## src/rtl/if_fetch_ctl.sv

```systemverilog
// Instruction-fetch front end: issues sequential word fetches under a credit limit, buffers
// responses with their PC in a small FIFO for decode, and redirects on a MEM-stage taken
// branch by flushing the buffer and discarding responses still in flight.
module if_fetch_ctl #(
  parameter logic [31:0] BOOT_ADDR  = 32'h0000_0000,
  parameter int unsigned FIFO_DEPTH = 2
) (
  input  logic        clk_i,
  input  logic        rst_ni,
  // redirect from the branch controller
  input  logic        taken_i,
  input  logic [31:0] target_i,
  output logic        flush_o,
  // instruction memory
  output logic        instr_req_o,
  output logic [31:0] instr_addr_o,
  input  logic        instr_gnt_i,
  input  logic        instr_rvalid_i,
  input  logic [31:0] instr_rdata_i,
  // decode side
  output logic        instr_valid_o,
  output logic [31:0] instr_o,
  output logic [31:0] pc_o,
  input  logic        ready_i
);

  localparam int unsigned CntW = $clog2(FIFO_DEPTH) + 1;
  localparam int unsigned PtrW = $clog2(FIFO_DEPTH);
  localparam logic [CntW:0] CreditMax = (CntW + 1)'(FIFO_DEPTH);
  localparam logic [CntW-1:0] CntOne = CntW'(1);

  // architectural state
  logic [31:0]     fetch_pc;
  logic [31:0]     rsp_pc;
  logic [CntW-1:0] out_cnt;
  logic [CntW-1:0] fifo_cnt;
  logic [CntW-1:0] discard_cnt;
  logic [PtrW-1:0] wr_ptr;
  logic [PtrW-1:0] rd_ptr;
  logic [31:0]     fifo_instr [FIFO_DEPTH];
  logic [31:0]     fifo_pc    [FIFO_DEPTH];

  // derived control
  logic [31:0]     redirect_pc;
  logic [CntW:0]   credit_used;
  logic            has_credit;
  logic            req_fire;
  logic            rsp_drop;
  logic            push;
  logic            pop;
  logic            unused_target_lsb;

  // Low target bits are ignored: fetches are always word aligned.
  assign redirect_pc       = {target_i[31:2], 2'b00};
  assign unused_target_lsb = ^target_i[1:0];

  // Both in-flight requests and buffered entries consume a FIFO slot, so a granted request
  // always has room when its response comes back.
  assign credit_used = {1'b0, out_cnt} + {1'b0, fifo_cnt};
  assign has_credit  = credit_used < CreditMax;

  // Gated by reset so the memory sees no request while the block is held in reset.
  assign instr_req_o  = rst_ni && !taken_i && has_credit;
  assign instr_addr_o = fetch_pc;
  assign flush_o      = taken_i;

  assign req_fire = instr_req_o && instr_gnt_i;
  // A response in the redirect cycle belongs to the old path and is dropped too.
  assign rsp_drop = instr_rvalid_i && ((discard_cnt != '0) || taken_i);
  assign push     = instr_rvalid_i && !rsp_drop;
  assign pop      = instr_valid_o && ready_i && !taken_i;

  assign instr_valid_o = (fifo_cnt != '0);
  assign instr_o       = fifo_instr[rd_ptr];
  assign pc_o          = fifo_pc[rd_ptr];

  // Request-side PC: jumps to the target on redirect, otherwise advances per grant.
  always_ff @(posedge clk_i or negedge rst_ni) begin
    if (!rst_ni) begin
      fetch_pc <= BOOT_ADDR;
    end else if (taken_i) begin
      fetch_pc <= redirect_pc;
    end else if (req_fire) begin
      fetch_pc <= fetch_pc + 32'd4;
    end
  end

  // Response-side PC: labels each kept response with the address it was fetched from.
  always_ff @(posedge clk_i or negedge rst_ni) begin
    if (!rst_ni) begin
      rsp_pc <= BOOT_ADDR;
    end else if (taken_i) begin
      rsp_pc <= redirect_pc;
    end else if (push) begin
      rsp_pc <= rsp_pc + 32'd4;
    end
  end

  // Outstanding-request count: +1 per grant, -1 per response, unchanged when both occur.
  always_ff @(posedge clk_i or negedge rst_ni) begin
    if (!rst_ni) begin
      out_cnt <= '0;
    end else begin
      unique case ({req_fire, instr_rvalid_i})
        2'b10:   out_cnt <= out_cnt + CntOne;
        2'b01:   out_cnt <= out_cnt - CntOne;
        default: out_cnt <= out_cnt;
      endcase
    end
  end

  // Stale-response count: on redirect every request still in flight is wrong-path. No grant
  // can happen in a taken cycle, so recomputing from out_cnt never double counts.
  always_ff @(posedge clk_i or negedge rst_ni) begin
    if (!rst_ni) begin
      discard_cnt <= '0;
    end else if (taken_i) begin
      discard_cnt <= out_cnt - CntW'(instr_rvalid_i);
    end else if (instr_rvalid_i && (discard_cnt != '0)) begin
      discard_cnt <= discard_cnt - CntOne;
    end
  end

  // FIFO occupancy and pointers; a redirect empties the buffer.
  always_ff @(posedge clk_i or negedge rst_ni) begin
    if (!rst_ni) begin
      fifo_cnt <= '0;
      wr_ptr   <= '0;
      rd_ptr   <= '0;
    end else if (taken_i) begin
      fifo_cnt <= '0;
      wr_ptr   <= '0;
      rd_ptr   <= '0;
    end else begin
      if (push) begin
        wr_ptr <= wr_ptr + PtrW'(1);
      end
      if (pop) begin
        rd_ptr <= rd_ptr + PtrW'(1);
      end
      unique case ({push, pop})
        2'b10:   fifo_cnt <= fifo_cnt + CntOne;
        2'b01:   fifo_cnt <= fifo_cnt - CntOne;
        default: fifo_cnt <= fifo_cnt;
      endcase
    end
  end

  // FIFO storage; cleared on reset so the head reads as zero while empty after reset.
  always_ff @(posedge clk_i or negedge rst_ni) begin
    if (!rst_ni) begin
      for (int i = 0; i < int'(FIFO_DEPTH); i++) begin
        fifo_instr[i] <= '0;
        fifo_pc[i]    <= '0;
      end
    end else if (push) begin
      fifo_instr[wr_ptr] <= instr_rdata_i;
      fifo_pc[wr_ptr]    <= rsp_pc;
    end
  end

  // Invariants of the credit scheme.
  a_discard_le_out: assert property (@(posedge clk_i) disable iff (!rst_ni)
    discard_cnt <= out_cnt);
  a_credit_bound: assert property (@(posedge clk_i) disable iff (!rst_ni)
    credit_used <= CreditMax);
  a_no_overflow: assert property (@(posedge clk_i) disable iff (!rst_ni)
    push |-> (fifo_cnt < CntW'(FIFO_DEPTH)) || pop);

endmodule
```

## config.mk

```make
export PLATFORM = sky130hd
export DESIGN_NAME = if_fetch_ctl
export DESIGN_NICKNAME = d
export VERILOG_FILES = /design/src/rtl/if_fetch_ctl.sv
export SDC_FILE = /design/constraint.sdc
export NUM_CORES = 1
export LEC_CHECK = 0
export CAP_MARGIN = 20
export CORE_MARGIN = 4
export CORE_UTILIZATION = 57
export CTS_CLUSTER_DIAMETER = 60
export DETAILED_ROUTE_END_ITERATION = 7
export PLACE_DENSITY = 0.86
export SYNTH_ARGS = -nofsm -noshare
export SYNTH_HDL_FRONTEND = slang
export SYNTH_SLANG_ARGS = --single-unit
```

## constraint.sdc

```tcl
create_clock -name clk_i -period 7.8 [get_ports clk_i]
set_clock_uncertainty 0.2 [all_clocks]
set_input_delay 1.56 -clock clk_i [delete_from_list [all_inputs] [get_ports clk_i]]
set_output_delay 1.56 -clock clk_i [all_outputs]
set_load 0.01 [all_outputs]
```

==> qor.txt <==
status - completed
internal power - 2.698 mW
Power Total - 3.786 mW
Sequential Power Share - 41.1%
Setup Fix Bufs, Post-CTS - 0
via count - 6681
complex-gate fraction of the synthesized area - 5.993%
Slew Limit Fails - 0
largest net degree at the start of global routing - 74
critical path class - primary input to output port
crit path DAT - 3.05 ns
H-tree depth - 4
# IOs - 169
Initial Utilization - 58.17%
RSZ-0062 raised after global routing - no
mux cell area share after synthesis - 23.20%
Die Area - 18250 um2
min cycle time layout - 4.813 ns
reg2reg setup slack - 4.26 ns
core box area - 15830 um2
Peak Freq - 207.8 MHz
Leak Pwr - 4.862 nW
GRT Util Overall - 24.30%
NetSw - 1.088 mW
root buf cell - clkbuf_16
Synth Area in Adders - 0.8969%
HP Class - flop to flop
ant diodes - 0
initial DRC count - 367
num rows - 46
synthesized area - 9208 um2
Ys Warns - 0
vias in the first global route - 6977
CP Max Fanout - 54
drt drc - 0
Clock Latency Late Sink - 0.42 ns
Worst path max stage delay - 0.62 ns
register area share after synthesis - 52.18%
post-route ant nets - 0
most frequent cells in the layout - 191 x dfrtp_1, 187 x mux2_2, 160 x clkdlybuf4s50_1
total CTS buffers - 17
Pre-antenna DRT Iters - 5
Sequential Area - 4806 um2
worst slew pin tran - 0.9205 ns
# setup viols final - 0
share of layout cells above drive strength 1 - 25.73%
Max VDD drop - 0.0001839 V
critical path startpoint category - primary input
WHS - 0.2790 ns
Die Span Y - 135.1 um
Synth Area in Simple Gates - 11.13%
placed cells - 1114
Top FF cell, synth - dfrtp_1
Final period util - 61.70%
worst r2r src - out_cnt[0]
CP max stage cell - clkdlybuf4s50_1
most common cell after layout, fill and taps aside - dfrtp_1
Seq cells post-synth - 192
Clock transition at path regs - 0.06 ns
area of the multi-input gates - 4178 um2
CTS Hold Bufs - 0
Syn Area/Cell - 11.99 um2
clock sink count - 192
Distinct cells, synth - 52
power density cells - 326.3 nW/um2
die width - 135.1 um
final setup margin - 2.987 ns
I/O Buffers - 162
DP Wirelength - 14.69 mm
hold_sp - fifo_pc[8]
Cell Chain, Critical Path - clkbuf_8 > nor4b_4 > clkdlybuf4s50_1
Routability Congestion - 0.9089
worst path required time - 6.04 ns
Nets - 993
number of max-cap violations - 0
global-route wire length before repair - 35.38 mm
synthesis-to-finish area growth - 26.04%
clk buf depth - 2
TNS Setup - 0 ns
Post-Syn Instances - 768
sw frac - 28.74%
vias per cell - 5.835
combinational share of power - 35.0%
GRT overflow - 0
largest family of logic cells by synthesized area - multiplexers
Async SR Flop Fraction - 100.0%
crit end category - output port
EDFF count, synth - 0
post-CTS sizing - 0
Routed WL - 21.74 mm
Non-Filler Instances - 1145
xor and xnor area share after synthesis - 3.805%
clock share of power - 23.9%
CP Launch Point - rst_ni
dpl ws - 3.018 ns
initial antenna violation count - 0
CTS tree - yes
Avg WL per Cell - 18.98 um
Slew HR - 38.07%
Final Hold Vio Count - 0
Filler cells - 1091
-- worst max-delay path, delay by kind of cell --
| family | cells | cell delay, ns |
|---|---|---|
| buffers and inverters | 2 | 0.99 |
| and+or+nand+nor | 1 | 0.45 |
-- registers in the layout (all words and copies together) (netlist names) --
name          count
discard_cnt       2
fifo_cnt          2
fifo_instr       64
fifo_pc          60
instr_addr_o     30
out_cnt           2
rd_ptr            1
rsp_pc           30
wr_ptr            1
-- per-layer routing --
metal | routed length, um | share of wire [%] | track usage [%]
met5 | 0 | 0 | 0
met2 | 9882 | 45 | 37.94
met1 | 9511 | 44 | 33.32
met4 | 542 | 2.5 | 8.903
met3 | 1799 | 8.3 | 5.961
-- kinds of logic after synthesis --
group           after synthesis
compound gates               90
xor+xnor                     40
fa+ha+maj                     6
buf+inv                      59
flops                       192
mux                         190
other cells                   1
simple gates                190
-- synthesized netlist by cell type (2+ instances only) --
library cell,instances,area share [%]
a21oi_1,11,0.60
buf_4,5,0.41
nor3_1,9,0.49
nor2b_1,3,0.20
xor2_1,12,1.1
or3_1,3,0.20
mux2_2,187,23
mux2i_1,3,0.33
inv_1,14,0.57
o21ai_0,35,1.9
nor4_4,3,0.69
and2_1,5,0.34
nand4_1,16,1.1
o21ai_1,11,0.60
nand2_1,63,2.6
nor3_2,2,0.22
clkbuf_1,26,1.1
dfrtp_1,192,52
buf_2,5,0.27
or2_2,2,0.14
and4_1,5,0.48
or4_1,5,0.41
o311ai_0,8,0.76
buf_1,6,0.24
ha_1,5,0.68
o211ai_1,14,1.1
xnor2_1,28,2.7
nor2_1,23,0.94
nand3_1,31,1.7
and3_1,7,0.48
nor4_1,7,0.48
a41oi_1,2,0.19
-- worst paths after layout --
path,endpoint,cells after the start
worst max-delay path,instr_req_o,3
worst min-delay path,fifo_pc[8],2
worst max register to register,out_cnt[1],9
worst min register to register,fifo_pc[8],2
max in group asynchronous,fifo_pc[62],3
min in group asynchronous,fifo_instr[39],1
-- power by group through the flow --
stage	logic (mW)	registers, mW	clock network, mW
2_1_floorplan	0.764	1.50	0
3_3_place_gp	1.29	1.54	0
3_5_place_dp	1.33	1.57	0
4_1_cts	1.34	1.56	0.918
5_1_grt	1.43	1.61	0.954
6_report	1.33	1.56	0.905
-- per-stage QoR --
step                      area [um2]  utilization [%]
after floorplan                 9219                -
after global placement         10990            69.46
after detailed placement       10990            69.46
after CTS                      11600            73.32
after global routing           11600            73.32
final                          11600            73.32
-- final cells by class --
cell class                      instances  share of cell area, %
Inverter                               16                 0.5175
Tap cell                              216                  2.329
Timing Repair Buffer                  170                  14.48
Clock buffer                           20                  3.849
Clock inverter                         11                  1.412
Sequential cell                       192                  41.41
Multi-Input combinational cell        520                  36.00
(Power assumes the default switching activity.)
